### src/rtl/evt_counter_bank.sv
// Bank of independent modulo-MAX_COUNT event counters with up/down, wrap/saturate,
// clear, clamped parallel load, registered rollover pulses and optional cascading.
module evt_counter_bank #(
  parameter int unsigned NUM_CH    = 4,
  parameter int unsigned WIDTH     = 17,
  parameter int unsigned MAX_COUNT = 8000,
  parameter int unsigned SATURATE  = 0,
  parameter int unsigned CASCADE   = 0
) (
  input  logic                     clk_in,
  input  logic                     rst_in,
  input  logic [NUM_CH-1:0]        evt_in,
  input  logic [NUM_CH-1:0]        dir_in,
  input  logic [NUM_CH-1:0]        clear_in,
  input  logic [NUM_CH-1:0]        load_in,
  input  logic [WIDTH-1:0]         load_val_in,
  output logic [NUM_CH*WIDTH-1:0]  count_out,
  output logic [NUM_CH-1:0]        wrap_out,
  output logic [NUM_CH-1:0]        at_end_out
);

  localparam logic [WIDTH-1:0] LastVal = WIDTH'(MAX_COUNT - 1);

  // Shared clamped load value; when MAX_COUNT == 2**WIDTH nothing exceeds LastVal.
  logic [WIDTH-1:0] w_load_val;
  assign w_load_val = (load_val_in > LastVal) ? LastVal : load_val_in;

  for (genvar i = 0; i < NUM_CH; i++) begin : g_ch
    logic [WIDTH-1:0] r_count;
    logic [WIDTH-1:0] w_count_d;
    logic             r_wrap;
    logic             w_step;
    logic             w_at_end;
    logic             w_roll;

    if ((CASCADE != 0) && (i > 0)) begin : g_casc
      assign w_step = g_ch[i-1].w_roll;
    end else begin : g_evt
      assign w_step = evt_in[i];
    end

    assign w_at_end = dir_in[i] ? (r_count == '0) : (r_count == LastVal);
    // A step taken at the end value; clear and load suppress it.
    assign w_roll   = w_step & w_at_end & ~clear_in[i] & ~load_in[i];

    always_comb begin
      w_count_d = r_count;
      if (clear_in[i]) begin
        w_count_d = '0;
      end else if (load_in[i]) begin
        w_count_d = w_load_val;
      end else if (w_step) begin
        if (w_at_end) begin
          if (SATURATE == 0) begin
            w_count_d = dir_in[i] ? LastVal : '0;
          end
        end else begin
          w_count_d = dir_in[i] ? (r_count - 1'b1) : (r_count + 1'b1);
        end
      end
    end

    always_ff @(posedge clk_in) begin
      if (rst_in) begin
        r_count <= '0;
        r_wrap  <= 1'b0;
      end else begin
        r_count <= w_count_d;
        r_wrap  <= w_roll;
      end
    end

    assign count_out[i*WIDTH +: WIDTH] = r_count;
    assign wrap_out[i]                 = r_wrap;
    assign at_end_out[i]               = w_at_end;
  end

endmodule

### config.mk
export PLATFORM = sky130hd
export DESIGN_NAME = evt_counter_bank
export DESIGN_NICKNAME = d
export VERILOG_FILES = /design/src/rtl/evt_counter_bank.sv
export SDC_FILE = /design/constraint.sdc
export NUM_CORES = 1
export LEC_CHECK = 0
export BUFFER_PORTS_ARGS = -buffer_cell sky130_fd_sc_hd__buf_2
export CAP_MARGIN = 15
export CORE_MARGIN = 5
export CORE_UTILIZATION = 55
export DETAILED_ROUTE_END_ITERATION = 10
export HOLD_SLACK_MARGIN = 0.02
export PLACE_DENSITY = 0.78
export SYNTH_ARGS = -nofsm -noshare
export SYNTH_HDL_FRONTEND = slang
export SYNTH_SLANG_ARGS = --single-unit
export TNS_END_PERCENT = 50
### constraint.sdc
create_clock -name clk_in -period 3.5 [get_ports clk_in]
set_clock_uncertainty 0.2 [all_clocks]
set_input_delay 0.7 -clock clk_in [delete_from_list [all_inputs] [get_ports clk_in]]
set_output_delay 0.7 -clock clk_in [all_outputs]
set_load 0.02 [all_outputs]
==> flow_summary.rst, run 1 <==
.. list-table::
   :header-rows: 1

   * - Metric
     - Value
   * - Grt met3 use
     - 3.85%
   * - Most area-hungry cell type in the Yosys netlist
     - dfxtp_1
   * - Most common flop cell mapped by yosys
     - dfxtp_1
   * - Combined flip-flop and latch cell area
     - 1440 sq um
   * - Setup repair bufs after CTS
     - 0
   * - Total iterations of the first detailed-routing run
     - 7
   * - Final number of hold-violating endpoints
     - 0
   * - Overall fraction of global-route tracks in use
     - 25.6%
   * - Pwr/cell area
     - 374 nW/um^2
   * - Highest-utilization routing layer at the global route stage
     - met2
   * - Crit path time final
     - 3070 ps
   * - Top cell type's share of synthesized area
     - 21.9%
   * - Fraction of layout instances using a drive strength above 1
     - 20.5%
   * - Clock Pin Slew Worst Setup and Hold Paths
     - 60 ps
   * - Area overhead of the layout relative to synthesis
     - 14.5%
   * - Worst min-delay path category
     - reg -> reg
   * - Critical-path maximum fanout
     - 17
   * - Category of the worst setup path capture point
     - output pin
   * - Maximum number of pins on one net before global-route repair
     - 30
   * - Count of unique library cells instantiated by Yosys
     - 75
   * - Cell Int Power
     - 1.84 mW
   * - Number of levels the H-tree was split into
     - 3
   * - Area of the die
     - 14200 sq um
   * - Area taken by multi-input logic gates
     - 4860 sq um
   * - Std-Cell Core Area
     - 11900 sq um
   * - Synthesized net count
     - 906
   * - Synth async-reset ratio
     - 0%
   * - Met1 demand-to-capacity share in global routing
     - 34.9%
   * - Number of resized instances in the post-cts repair step
     - 0
   * - Overall routed net length
     - 18.5 mm
   * - Count of standard-cell rows
     - 40
   * - Area contributors post-synth
     - dfxtp_1 (22%), ha_1 (11%), a21oi_1 (6.2%)
   * - Setup slack after layout
     - 428 ps
   * - Number of filler instances in the final layout
     - 1080
   * - Detailed placement HPWL
     - 14.0 mm
   * - Crit path required time
     - 2600 ps
   * - Vias in the first global route
     - 6215
   * - Synthesized cell area
     - 6570 sq um
   * - Capture endpoint of the worst hold path
     - g_ch[0].r_count[14]
   * - Final critical-path share of the clock period
     - 87.8%
   * - Reg-to-reg slack, setup
     - 780 ps
   * - Max-Slew Margin vs Limit
     - 48.7%
   * - Insertion delay of the later-clocked pin in the worst-skew pair
     - 340 ps
   * - Clock tree from TritonCTS
     - built
   * - Mean instance size in the synthesized netlist
     - 8.14 sq um
   * - Depth of the worst register-to-register path
     - 8
   * - Nets
     - 1000
   * - Number of cells produced by synthesis
     - 807
   * - Routability congestion estimate
     - 0.941
   * - Kind of critical path
     - in -> out
   * - Number of clock sinks
     - 72
   * - Overflow after GRT
     - 0
   * - Number of cells traversed by the worst hold path
     - 2
   * - Remaining antenna violation count after routing
     - 0
   * - Initial antenna violation count
     - 0
   * - Final TNS setup
     - 0 ps
   * - GRT met2 Usage
     - 41.8%
   * - Worst endpoint data arrival time
     - 2170 ps
   * - Peak supply drop
     - 239 uV
   * - Result of the run
     - completed
   * - Worst setup slack after placement
     - 300 ps
   * - Flip-flop and latch count after synthesis
     - 72
   * - Routed WL per cell
     - 17.6 microns
   * - Psw
     - 0.972 mW
   * - Effective utilization at floorplan
     - 55.4%
   * - # setup viols final
     - 0
   * - Number of vias per cell
     - 6.36
   * - I/O pin total
     - 111
   * - Port Buffer Count
     - 110
   * - Number of violations reported at the end of detailed-routing iteration 0
     - 438
   * - RSZ-0062 raised after global routing
     - no
   * - Worst Min Path Start
     - g_ch[0].r_count[14]
   * - Root buf cell
     - clkbuf_16
   * - Remaining routing DRC violations
     - 0
   * - Post-synth EDFFs
     - 0
   * - Die span in x
     - 119 microns
   * - Fmax
     - 325 MHz
   * - Wire length of the first global-routing pass
     - 30.6 mm
   * - Post-Route Hold Slack
     - 275 ps
   * - Power share of the combinational group
     - 30.8%
   * - Proportion of synthesized chip area in sequential cells
     - 21.9%
   * - Number of inserted diodes
     - 0
   * - Clock Tree Buf Depth
     - 2
   * - Die extent in y
     - 119 microns
   * - Beginning of the worst register-to-register path
     - g_ch[2].r_count[0]
   * - Pins over their slew limit
     - 0
   * - LEAKAGE
     - 3.32 nW
   * - Yosys warning count
     - 0
   * - Reg-to-reg critical path endpoint
     - g_ch[2].r_count[14]
   * - Part of the total power dissipated in the clock network
     - 35.7%
   * - Via count
     - 6699
   * - Number of maximum-capacitance violations
     - 0
   * - Hold Buf Count CTS
     - 0
   * - Sw Share
     - 34.6%
   * - Category of the worst setup path launch point
     - primary input
   * - Number of buffers created by CTS
     - 9
   * - Fraction of power consumed by sequential logic
     - 33.5%
   * - Least-Margin Pin Slew
     - 767 ps
## power by group through the flow
stage                     clock (mW)  combinational, mW  sequential [mW]
after floorplan                    0              0.593            0.994
after global placement             0              0.842            0.959
after detailed placement           0              0.854            0.958
after CTS                       1.01              0.860            0.941
after global routing            1.04              0.954            0.949
final                           1.01              0.866            0.943
## worst max-delay path, stage by stage
cell and delay (ps):
buf_2 310, and4b_1 260, and3_1 200, nor2_1 440
inv_1 90, buf_2 180
## cell families (layout without fill, tap and decap cells)
| kind of cell | count (synthesis) | count (layout) | share of synthesized area [%] |
|---|---|---|---|
| compound gates | 287 | 287 | 32.1 |
| simple gates | 268 | 268 | 21.9 |
| flops | 72 | 72 | 21.9 |
| fa+ha+maj | 64 | 64 | 12.6 |
| buf+inv | 61 | 160 | 4.04 |
| xor+xnor | 52 | 52 | 6.93 |
| mux | 3 | 3 | 0.457 |
## flip-flops by register name, indices dropped and copies added, names as in the netlist
signal and flops:
g_ch.r_count 68, g_ch.r_wrap 4
## area by class of cell
class / instances / area share (%)
clock buffers: 9 / 2.99
clock inverters: 7 / 1.28
inverters: 24 / 1.20
multi-input cells: 674 / 64.6
flip-flops and latches: 72 / 19.2
well taps: 147 / 2.44
repair buffers: 120 / 8.31
## per-layer routing
| metal | share of wire, % | wire [microns] |
|---|---|---|
| met4 | 2.0 | 370 |
| met3 | 5.2 | 962 |
| met1 | 45 | 8400 |
| met2 | 47 | 8760 |
| met5 | 0 | 0 |
## synthesized netlist by cell type (20+ instances only)
library cell,number
a2111oi_2,25
xnor2_1,26
nor3_1,46
a211oi_1,22
ha_1,60
nor2_1,66
clkbuf_1,25
xor2_1,26
inv_1,23
o21ai_0,44
a21o_1,20
a21oi_1,81
dfxtp_1,72
nand2_1,45
## worst max-delay path by stage
stage | from | end | slack (ps) | cells past startpoint
floorplan | dir_in[2] | g_ch[2].r_count[14] | 670 | 8
global placement | dir_in[2] | g_ch[2].r_count[14] | 360 | 9
detailed placement | dir_in[2] | g_ch[2].r_count[14] | 300 | 9
global route | dir_in[1] | at_end_out[1] | 320 | 6
finish | dir_in[1] | at_end_out[1] | 430 | 6
CTS | dir_in[1] | at_end_out[1] | 420 | 6
## stage by stage
step	util (%)	instances	total power, mW	cell area [sq um]
floorplan	-	807	1.59	6570
global placement	60.7	1037	1.80	7200
detailed placement	60.7	1037	1.81	7200
CTS	63.4	1053	2.81	7530
global route	63.4	1053	2.95	7530
finish	63.4	1053	2.81	7530
## placed cells by master, fill, tap and decap left out, types with 5 or more instances in the layout
| cell type | count |
|---|---|
| xnor2_1 | 26 |
| a2111oi_0 | 6 |
| a21oi_1 | 81 |
| buf_4 | 10 |
| o21bai_1 | 7 |
| nand2_1 | 45 |
| a211oi_1 | 22 |
| xor2_1 | 26 |
| nor4b_1 | 6 |
| a211o_1 | 6 |
| nor2_1 | 66 |
| buf_2 | 110 |
| nand4_1 | 13 |
| and2_1 | 5 |
| a2111oi_1 | 6 |
| nor2b_1 | 5 |
| a2111oi_2 | 25 |
| o22ai_1 | 5 |
| nor3b_1 | 8 |
| a221oi_1 | 5 |
| and3_1 | 9 |
| nand3_1 | 11 |
| ha_1 | 60 |
| nand2b_1 | 9 |
| or4_1 | 7 |
| nor4_1 | 9 |
| dfxtp_1 | 72 |
| o21a_1 | 6 |
| a21o_1 | 20 |
| a31oi_1 | 10 |
| nor3_1 | 46 |
| inv_1 | 23 |
| o21ai_0 | 44 |
| o21ai_1 | 6 |
| clkbuf_16 | 9 |
No activity file was read; power rests on OpenSTA's default activity.
==> run 2, diff against run 1 <==
--- a/config.mk
+++ b/config.mk
@@ -7,11 +7,13 @@
 export LEC_CHECK = 0
 export BUFFER_PORTS_ARGS = -buffer_cell sky130_fd_sc_hd__buf_2
 export CAP_MARGIN = 15
+export CELL_PAD_IN_SITES_DETAIL_PLACEMENT = 2
+export CELL_PAD_IN_SITES_GLOBAL_PLACEMENT = 2
 export CORE_MARGIN = 5
-export CORE_UTILIZATION = 55
+export CORE_UTILIZATION = 34
 export DETAILED_ROUTE_END_ITERATION = 10
 export HOLD_SLACK_MARGIN = 0.02
-export PLACE_DENSITY = 0.78
+export PLACE_DENSITY_LB_ADDON = 0.1
 export SYNTH_ARGS = -nofsm -noshare
 export SYNTH_HDL_FRONTEND = slang
 export SYNTH_SLANG_ARGS = --single-unit
==> flow_summary.rst, run 2 (synthesis gave the netlist of run 1 again) <==
.. list-table::
   :header-rows: 1

   * - Metric
     - Value
   * - Depth of the worst register-to-register path
     - 8 (unchanged)
   * - Die span in x
     - 149 microns (+25%)
   * - Total iterations of the first detailed-routing run
     - 4 (-3)
   * - Clock Tree Buf Depth
     - 2 (unchanged)
   * - Area overhead of the layout relative to synthesis
     - 17.1%
   * - Count of standard-cell rows
     - 50 (+25%)
   * - Worst min-delay path category
     - reg -> reg
   * - Most frequent cells in the layout
     - buf_2 (110), a21oi_1 (81), dfxtp_1 (72), nor2_1 (66), ha_1 (60)
   * - Overall routed net length
     - 25.4 mm (+38%)
   * - Beginning of the worst register-to-register path
     - g_ch[0].r_count[3]
   * - Number of filler instances in the final layout
     - 2227 (+110%)
   * - Peak supply drop
     - 213 uV (-11%)
   * - Cell Int Power
     - 1.81 mW (-1.6%)
   * - LEAKAGE
     - 3.36 nW (+0.96%)
   * - Number of resized instances in the post-cts repair step
     - 0 (unchanged)
   * - Fraction of layout instances using a drive strength above 1
     - 20.8% (+0.30 points)
   * - Critical-path maximum fanout
     - 22 (+5)
   * - Part of the total power dissipated in the clock network
     - 33.8% (-1.9 points)
   * - Met2 wirelength from detailed routing
     - 12.1 mm (+38%)
   * - # setup viols final
     - 0 (unchanged)
   * - Reg-to-reg critical path endpoint
     - g_ch[0].r_count[13]
   * - Top reg by flops
     - g_ch.r_count
   * - Root buf cell
     - clkbuf_16
   * - Combined flip-flop and latch cell area
     - 1440 sq um (unchanged)
   * - Largest registers
     - g_ch.r_count: 68 flops, g_ch.r_wrap: 4 flops
   * - Number of violations reported at the end of detailed-routing iteration 0
     - 301 (-31%)
   * - Least-Margin Pin Slew
     - 941 ps (+174 ps)
   * - Category of the worst setup path launch point
     - primary input
   * - Wl on met1
     - 12.3 mm (+46%)
   * - Overflow after GRT
     - 0 (unchanged)
   * - Psw
     - 1.02 mW (+5.3%)
   * - Flip-flop count of the largest register, all copies and words added
     - 68 (unchanged)
   * - Via count
     - 6934 (+3.5%)
   * - Maximum number of pins on one net before global-route repair
     - 30 (unchanged)
   * - Clock Pin Slew Worst Setup and Hold Paths
     - 60 ps (about the same)
   * - Number of maximum-capacitance violations
     - 0 (unchanged)
   * - Number of clock sinks
     - 72 (unchanged)
   * - Number of cells traversed by the worst hold path
     - 2 (unchanged)
   * - Effective utilization at floorplan
     - 34.8% (-21 points)
   * - Number of levels the H-tree was split into
     - 3 (unchanged)
   * - Post-Route Hold Slack
     - 300 ps (+25.6 ps)
   * - I/O pin total
     - 111 (unchanged)
   * - Routed WL per cell
     - 21.7 microns (+24%)
   * - Leading cell type in the layout, fill and taps excluded
     - buf_2
   * - Nets
     - 1006 (+0.60%)
   * - Crit path time final
     - 3260 ps (+190 ps)
   * - Worst endpoint data arrival time
     - 2360 ps (+190 ps)
   * - Worst Min Path Start
     - g_ch[1].r_count[15]
   * - Final number of hold-violating endpoints
     - 0 (unchanged)
   * - Number of vias per cell
     - 5.92 (-7.0%)
   * - Final critical-path share of the clock period
     - 93.2% (+5.4 points)
   * - Area taken by multi-input logic gates
     - 4860 sq um (unchanged)
   * - Power share of the combinational group
     - 32.6% (+1.8 points)
   * - Detailed placement HPWL
     - 20.0 mm (+44%)
   * - Routability congestion estimate
     - 0.867 (-7.9%)
   * - Vias in the first global route
     - 7560 (+22%)
   * - Overall fraction of global-route tracks in use
     - 23.1% (-2.4 points)
   * - Hold Buf Count CTS
     - 0 (unchanged)
   * - Remaining routing DRC violations
     - 0 (unchanged)
   * - Clock tree from TritonCTS
     - built
   * - Category of the worst setup path capture point
     - output pin
   * - Sw Share
     - 36.1% (+1.5 points)
   * - Final TNS setup
     - 0 ps (unchanged)
   * - RSZ-0062 raised after global routing
     - no
   * - Wire length of the first global-routing pass
     - 41.5 mm (+35%)
   * - Capture endpoint of the worst hold path
     - g_ch[1].r_count[15]
   * - Highest routed layer
     - met4
   * - Fmax
     - 307 MHz (-5.8%)
   * - Reg-to-reg slack, setup
     - 690 ps (-90 ps)
   * - Insertion delay of the later-clocked pin in the worst-skew pair
     - 340 ps (about the same)
   * - Number of inserted diodes
     - 0 (unchanged)
   * - Area of the die
     - 22200 sq um (+56%)
   * - Fraction of power consumed by sequential logic
     - 33.6% (about the same)
   * - Max-Slew Margin vs Limit
     - 37.1% (-12 points)
   * - Wire length on met3
     - 814 microns (-15%)
   * - Number of buffers created by CTS
     - 9 (unchanged)
   * - Kind of critical path
     - in -> out
   * - Initial antenna violation count
     - 0 (unchanged)
   * - Crit path required time
     - 2600 ps (about the same)
   * - Remaining antenna violation count after routing
     - 0 (unchanged)
   * - Die extent in y
     - 149 microns (+25%)
   * - Pwr/cell area
     - 369 nW/um^2 (-1.4%)
   * - Pins over their slew limit
     - 0 (unchanged)
   * - Std-Cell Core Area
     - 18900 sq um (+59%)
   * - Result of the run
     - completed
   * - Port Buffer Count
     - 110 (unchanged)
   * - Setup repair bufs after CTS
     - 0 (unchanged)
[run 2: cell count changes in the layout (fill, tap and decap cells not counted)]
| cell | delta |
|---|---|
| buf_4 | +6 |
| bufinv_16 | -1 |
| clkinv_2 | +1 |
| clkinv_4 | -1 |
| clkinvlp_4 | -3 |
| clkbuf_8 | +2 |
| clkbuf_1 | +2 |
[run 2: power by group through the flow]
| stage | logic (mW) | clock network [mW] | registers, mW |
|---|---|---|---|
| 2_1_floorplan | 0.593 | 0 | 0.994 |
| 3_3_place_gp | 0.879 | 0 | 0.965 |
| 3_5_place_dp | 0.922 | 0 | 0.969 |
| 4_1_cts | 0.929 | 0.976 | 0.952 |
| 5_1_grt | 1.02 | 1.02 | 0.961 |
| 6_report | 0.925 | 0.958 | 0.953 |
[run 2: critical path: stages]
cell and delay (ps):
buf_2 390, and4b_1 270, and3_1 190, nor2_1 480, inv_1 130, buf_2 190
[run 2: worst max-delay path by stage]
| stage | slack [ps] | endpoint | cells after the start | startpoint |
|---|---|---|---|---|
| after global placement | 320 | g_ch[2].r_count[14] | 9 | dir_in[2] |
| final | 240 | at_end_out[1] | 6 | dir_in[1] |
| after CTS | 280 | at_end_out[1] | 6 | dir_in[1] |
| after detailed placement | 170 | g_ch[0].r_count[13] | 9 | dir_in[0] |
| after global routing | 150 | at_end_out[1] | 6 | dir_in[1] |
| after floorplan | 670 | g_ch[2].r_count[14] | 8 | dir_in[2] |
[run 2: cell type report]
| type | instances | share of cell area [%] |
|---|---|---|
| flip-flops and latches | 72 | 18.7 |
| repair buffers | 126 | 8.72 |
| clock buffers | 13 | 3.38 |
| multi-input cells | 674 | 63.2 |
| well taps | 260 | 4.23 |
| inverters | 24 | 1.17 |
| clock inverters | 3 | 0.521 |
[run 2: stage by stage]
stage | cells | utilization, % | cell area, sq um | setup slack (ps) | power [mW]
floorplan | 807 | - | 6570 | 668 | 1.59
global placement | 1156 | 39.1 | 7390 | 318 | 1.84
detailed placement | 1156 | 39.1 | 7390 | 168 | 1.89
CTS | 1172 | 40.7 | 7690 | 276 | 2.86
global route | 1172 | 40.7 | 7690 | 151 | 3.00
finish | 1172 | 40.7 | 7690 | 238 | 2.84
[run 2: per-layer routing]
metal	vias up	global-route usage, %
met4	0	3.98
li1	3306	-
met3	14	3.07
met1	3501	31.8
met5	-	0
met2	113	39.2
==> run 3, diff against run 2 <==
--- a/config.mk
+++ b/config.mk
@@ -5,12 +5,13 @@
 export SDC_FILE = /design/constraint.sdc
 export NUM_CORES = 1
 export LEC_CHECK = 0
+export ABC_AREA = 1
 export BUFFER_PORTS_ARGS = -buffer_cell sky130_fd_sc_hd__buf_2
 export CAP_MARGIN = 15
 export CELL_PAD_IN_SITES_DETAIL_PLACEMENT = 2
 export CELL_PAD_IN_SITES_GLOBAL_PLACEMENT = 2
 export CORE_MARGIN = 5
-export CORE_UTILIZATION = 34
+export CORE_UTILIZATION = 30
 export DETAILED_ROUTE_END_ITERATION = 10
 export HOLD_SLACK_MARGIN = 0.02
 export PLACE_DENSITY_LB_ADDON = 0.1
==> flow_summary.rst, run 3 <==
.. list-table::
   :header-rows: 1

   * - Metric
     - Value
   * - Reg-to-reg slack, setup
     - 1290 ps (+600 ps)
   * - Root buf cell
     - clkbuf_16
   * - Least-Margin Pin Slew
     - 655 ps (-286 ps)
   * - Synthesized net count
     - 1503 (+66%)
   * - Worst endpoint data arrival time
     - 1950 ps (-410 ps)
   * - Number of violations reported at the end of detailed-routing iteration 0
     - 269 (-11%)
   * - Total iterations of the first detailed-routing run
     - 5 (+1)
   * - Most area-hungry cell type in the Yosys netlist
     - nand2_1
   * - Vias in the first global route
     - 9741 (+29%)
   * - Worst setup slack after placement
     - 630 ps (+462 ps)
   * - Final critical-path share of the clock period
     - 81.3% (-12 points)
   * - Slowest stage delay, CP
     - 250 ps (-230 ps)
   * - Max-Slew Margin vs Limit
     - 56.3% (+19 points)
   * - I/O pin total
     - 111 (unchanged)
   * - Crit path time final
     - 2850 ps (-417 ps)
   * - Cells along the critical path
     - buf_2 -> inv_1 -> nand2_1 -> nor3_1 -> nand3_1 -> nand2_1 -> buf_2
   * - Top cell type's share of synthesized area
     - 23.3% (+1.3 points)
   * - Routability congestion estimate
     - 0.809 (-6.7%)
   * - Number of levels the H-tree was split into
     - 3 (unchanged)
   * - Number of vias per cell
     - 4.96 (-16%)
   * - Die span in x
     - 171 microns (+15%)
   * - Post-synth EDFFs
     - 0 (unchanged)
   * - Flip-flop count of the largest register, all copies and words added
     - 68 (unchanged)
   * - Count of unique library cells instantiated by Yosys
     - 38 (-49%)
   * - Most frequent cells in the layout
     - nand2_1 (485), inv_1 (230), nor2_1 (154), buf_2 (110), a21oi_1 (107)
   * - Via count
     - 9172 (+32%)
   * - Port Buffer Count
     - 110 (unchanged)
   * - Depth of the worst register-to-register path
     - 9 (+1)
   * - Synthesized cell area
     - 7820 sq um (+19%)
   * - Leading cell type in the layout, fill and taps excluded
     - nand2_1
   * - Clock Pin Slew Worst Setup and Hold Paths
     - 60 ps (about the same)
   * - Flip-flop and latch count after synthesis
     - 72 (unchanged)
   * - Combined flip-flop and latch cell area
     - 1440 sq um (unchanged)
   * - Fmax
     - 351 MHz (+15%)
   * - Final number of hold-violating endpoints
     - 0 (unchanged)
   * - Hold Buf Count CTS
     - 0 (unchanged)
   * - Cell area after placement
     - 8710 sq um (+18%)
   * - Maximum number of pins on one net before global-route repair
     - 20 (-33%)
   * - Crit path required time
     - 2600 ps (about the same)
   * - Number of cells produced by synthesis
     - 1404 (+74%)
   * - Mean instance size in the synthesized netlist
     - 5.57 sq um (-32%)
   * - Kind of critical path
     - in -> out
   * - LEAKAGE
     - 5.16 nW (+54%)
   * - Result of the run
     - completed
   * - Final non-filler cell area
     - 9010 sq um (+17%)
   * - Routed WL per cell
     - 17.9 microns (-18%)
   * - Remaining routing DRC violations
     - 0 (unchanged)
   * - Category of the worst setup path launch point
     - primary input
   * - Remaining antenna violation count after routing
     - 0 (unchanged)
   * - Clock tree from TritonCTS
     - built
   * - Peak supply drop
     - 176 uV (-17%)
   * - Overflow after GRT
     - 0 (unchanged)
   * - Number of filler instances in the final layout
     - 3437 (+54%)
   * - Yosys warning count
     - 0 (unchanged)
   * - Number of inserted diodes
     - 0 (unchanged)
   * - Initial antenna violation count
     - 1 (+1)
   * - Most used standard cells in the synthesized netlist
     - nand2_1 (485), inv_1 (230), nor2_1 (154)
   * - Die extent in y
     - 171 microns (+15%)
   * - Area of the die
     - 29400 sq um (+32%)
   * - Effective utilization at floorplan
     - 30.3% (-4.5 points)
   * - Clock Tree Buf Depth
     - 2 (unchanged)
   * - Overall fraction of global-route tracks in use
     - 22.7% (-0.45 points)
   * - Pwr/cell area
     - 326 nW/um^2 (-12%)
   * - Setup repair bufs after CTS
     - 0 (unchanged)
   * - # setup viols final
     - 0 (unchanged)
   * - Category of the worst setup path capture point
     - output pin
   * - Fraction of layout instances using a drive strength above 1
     - 10.7% (-10 points)
   * - Most common flop cell mapped by yosys
     - dfxtp_1
   * - Top reg by flops
     - g_ch.r_count
   * - Std-Cell Core Area
     - 25800 sq um (+37%)
   * - Proportion of synthesized chip area in sequential cells
     - 18.4% (-3.5 points)
   * - Synth async-reset ratio
     - 0% (unchanged)
   * - Area taken by multi-input logic gates
     - 5380 sq um (+11%)
   * - Pins over their slew limit
     - 0 (unchanged)
   * - Most frequent cell after synthesis
     - nand2_1
   * - Number of resized instances in the post-cts repair step
     - 0 (unchanged)
   * - Worst min-delay path category
     - reg -> reg
   * - Number of clock sinks
     - 72 (unchanged)
   * - Area contributors post-synth
     - nand2_1 (23%), dfxtp_1 (18%), inv_1 (11%)
   * - Cell at the slowest stage of the critical path
     - buf_2
   * - Nets
     - 1608 (+60%)
   * - Number of maximum-capacitance violations
     - 0 (unchanged)
   * - Number of buffers created by CTS
     - 9 (unchanged)
   * - Insertion delay of the later-clocked pin in the worst-skew pair
     - 360 ps (+20 ps)
   * - Largest registers
     - g_ch.r_count: 68 flops, g_ch.r_wrap: 4 flops
   * - Setup slack after layout
     - 654 ps (+417 ps)
   * - Wire length of the first global-routing pass
     - 52.6 mm (+27%)
   * - Area overhead of the layout relative to synthesis
     - 15.1%
   * - Final TNS setup
     - 0 ps (unchanged)
   * - Number of cells traversed by the worst hold path
     - 2 (unchanged)
   * - Critical-path maximum fanout
     - 19 (-14%)
   * - Overall routed net length
     - 33.1 mm (+30%)
   * - Detailed placement HPWL
     - 27.2 mm (+36%)
   * - Count of standard-cell rows
     - 59 (+18%)
   * - RSZ-0062 raised after global routing
     - no
-- run 3: cell types whose count changed after synthesis, moves of 17 or more --
cell,delta
inv_1,+207
nor2_1,+88
a2111oi_2,-25
nand2_1,+440
nand3_1,+72
a21o_1,-20
nor3_1,-17
a21oi_1,+26
xor2_1,-20
a211oi_1,-22
clkbuf_1,-17
nand3b_1,+37
-- run 3: worst max-delay path, delay by kind of cell --
| kind | cells | cell delay (ps) |
|---|---|---|
| buf+inv | 3 | 610 |
| simple gates | 4 | 630 |
-- run 3: kinds of logic (layout without fill, tap and decap cells) --
group | count (synthesis) | count (layout) | synth area share (%)
buffers and inverters | 259 | 369 | 12.9
AND/OR/NAND/NOR | 830 | 830 | 45.3
adder cells (fa/ha/maj) | 64 | 64 | 10.6
flip-flops | 72 | 72 | 18.4
XOR/XNOR | 21 | 21 | 2.35
AO/OA/AOI/OAI | 158 | 158 | 10.4
-- run 3: metal layers --
layer  GRT usage (%)  wire length (microns)
met1            29.7                  15700
met3            2.60                    822
met4            4.68                    485
met2            40.2                  16100
met5               0                     14
-- run 3: layout make-up --
cell class	instances	area share (%)
clock buffers	10	2.54
clock inverters	6	0.750
inverters	240	10.0
multi-input cells	1073	59.7
flip-flops and latches	72	16.0
well taps	335	4.65
repair buffers	113	6.36
-- run 3: power breakdown --
part           switching (mW)  internal, mW
clock network           0.435         0.557
logic                   0.665         0.333
registers              0.0823         0.861
total                    1.18          1.75
-- run 3: per-stage QoR --
stage / power, mW / util (%) / hold slack, ps / instances
2_1_floorplan: 1.61 / - / 363 / 1404
3_3_place_gp: 1.93 / 33.7 / 290 / 1833
3_5_place_dp: 1.97 / 33.7 / 298 / 1833
4_1_cts: 2.98 / 34.9 / 308 / 1849
5_1_grt: 3.14 / 34.9 / 336 / 1849
6_report: 2.93 / 34.9 / 306 / 1849
-- run 3: path summary, 6_finish.rpt --
| path | from | end |
|---|---|---|
| worst max-delay path | dir_in[2] | at_end_out[2] |
| worst min-delay path | g_ch[0].r_count[14] | g_ch[0].r_count[14] |
| worst max register to register | g_ch[2].r_count[2] | g_ch[2].r_count[11] |
| worst min register to register | g_ch[0].r_count[14] | g_ch[0].r_count[14] |
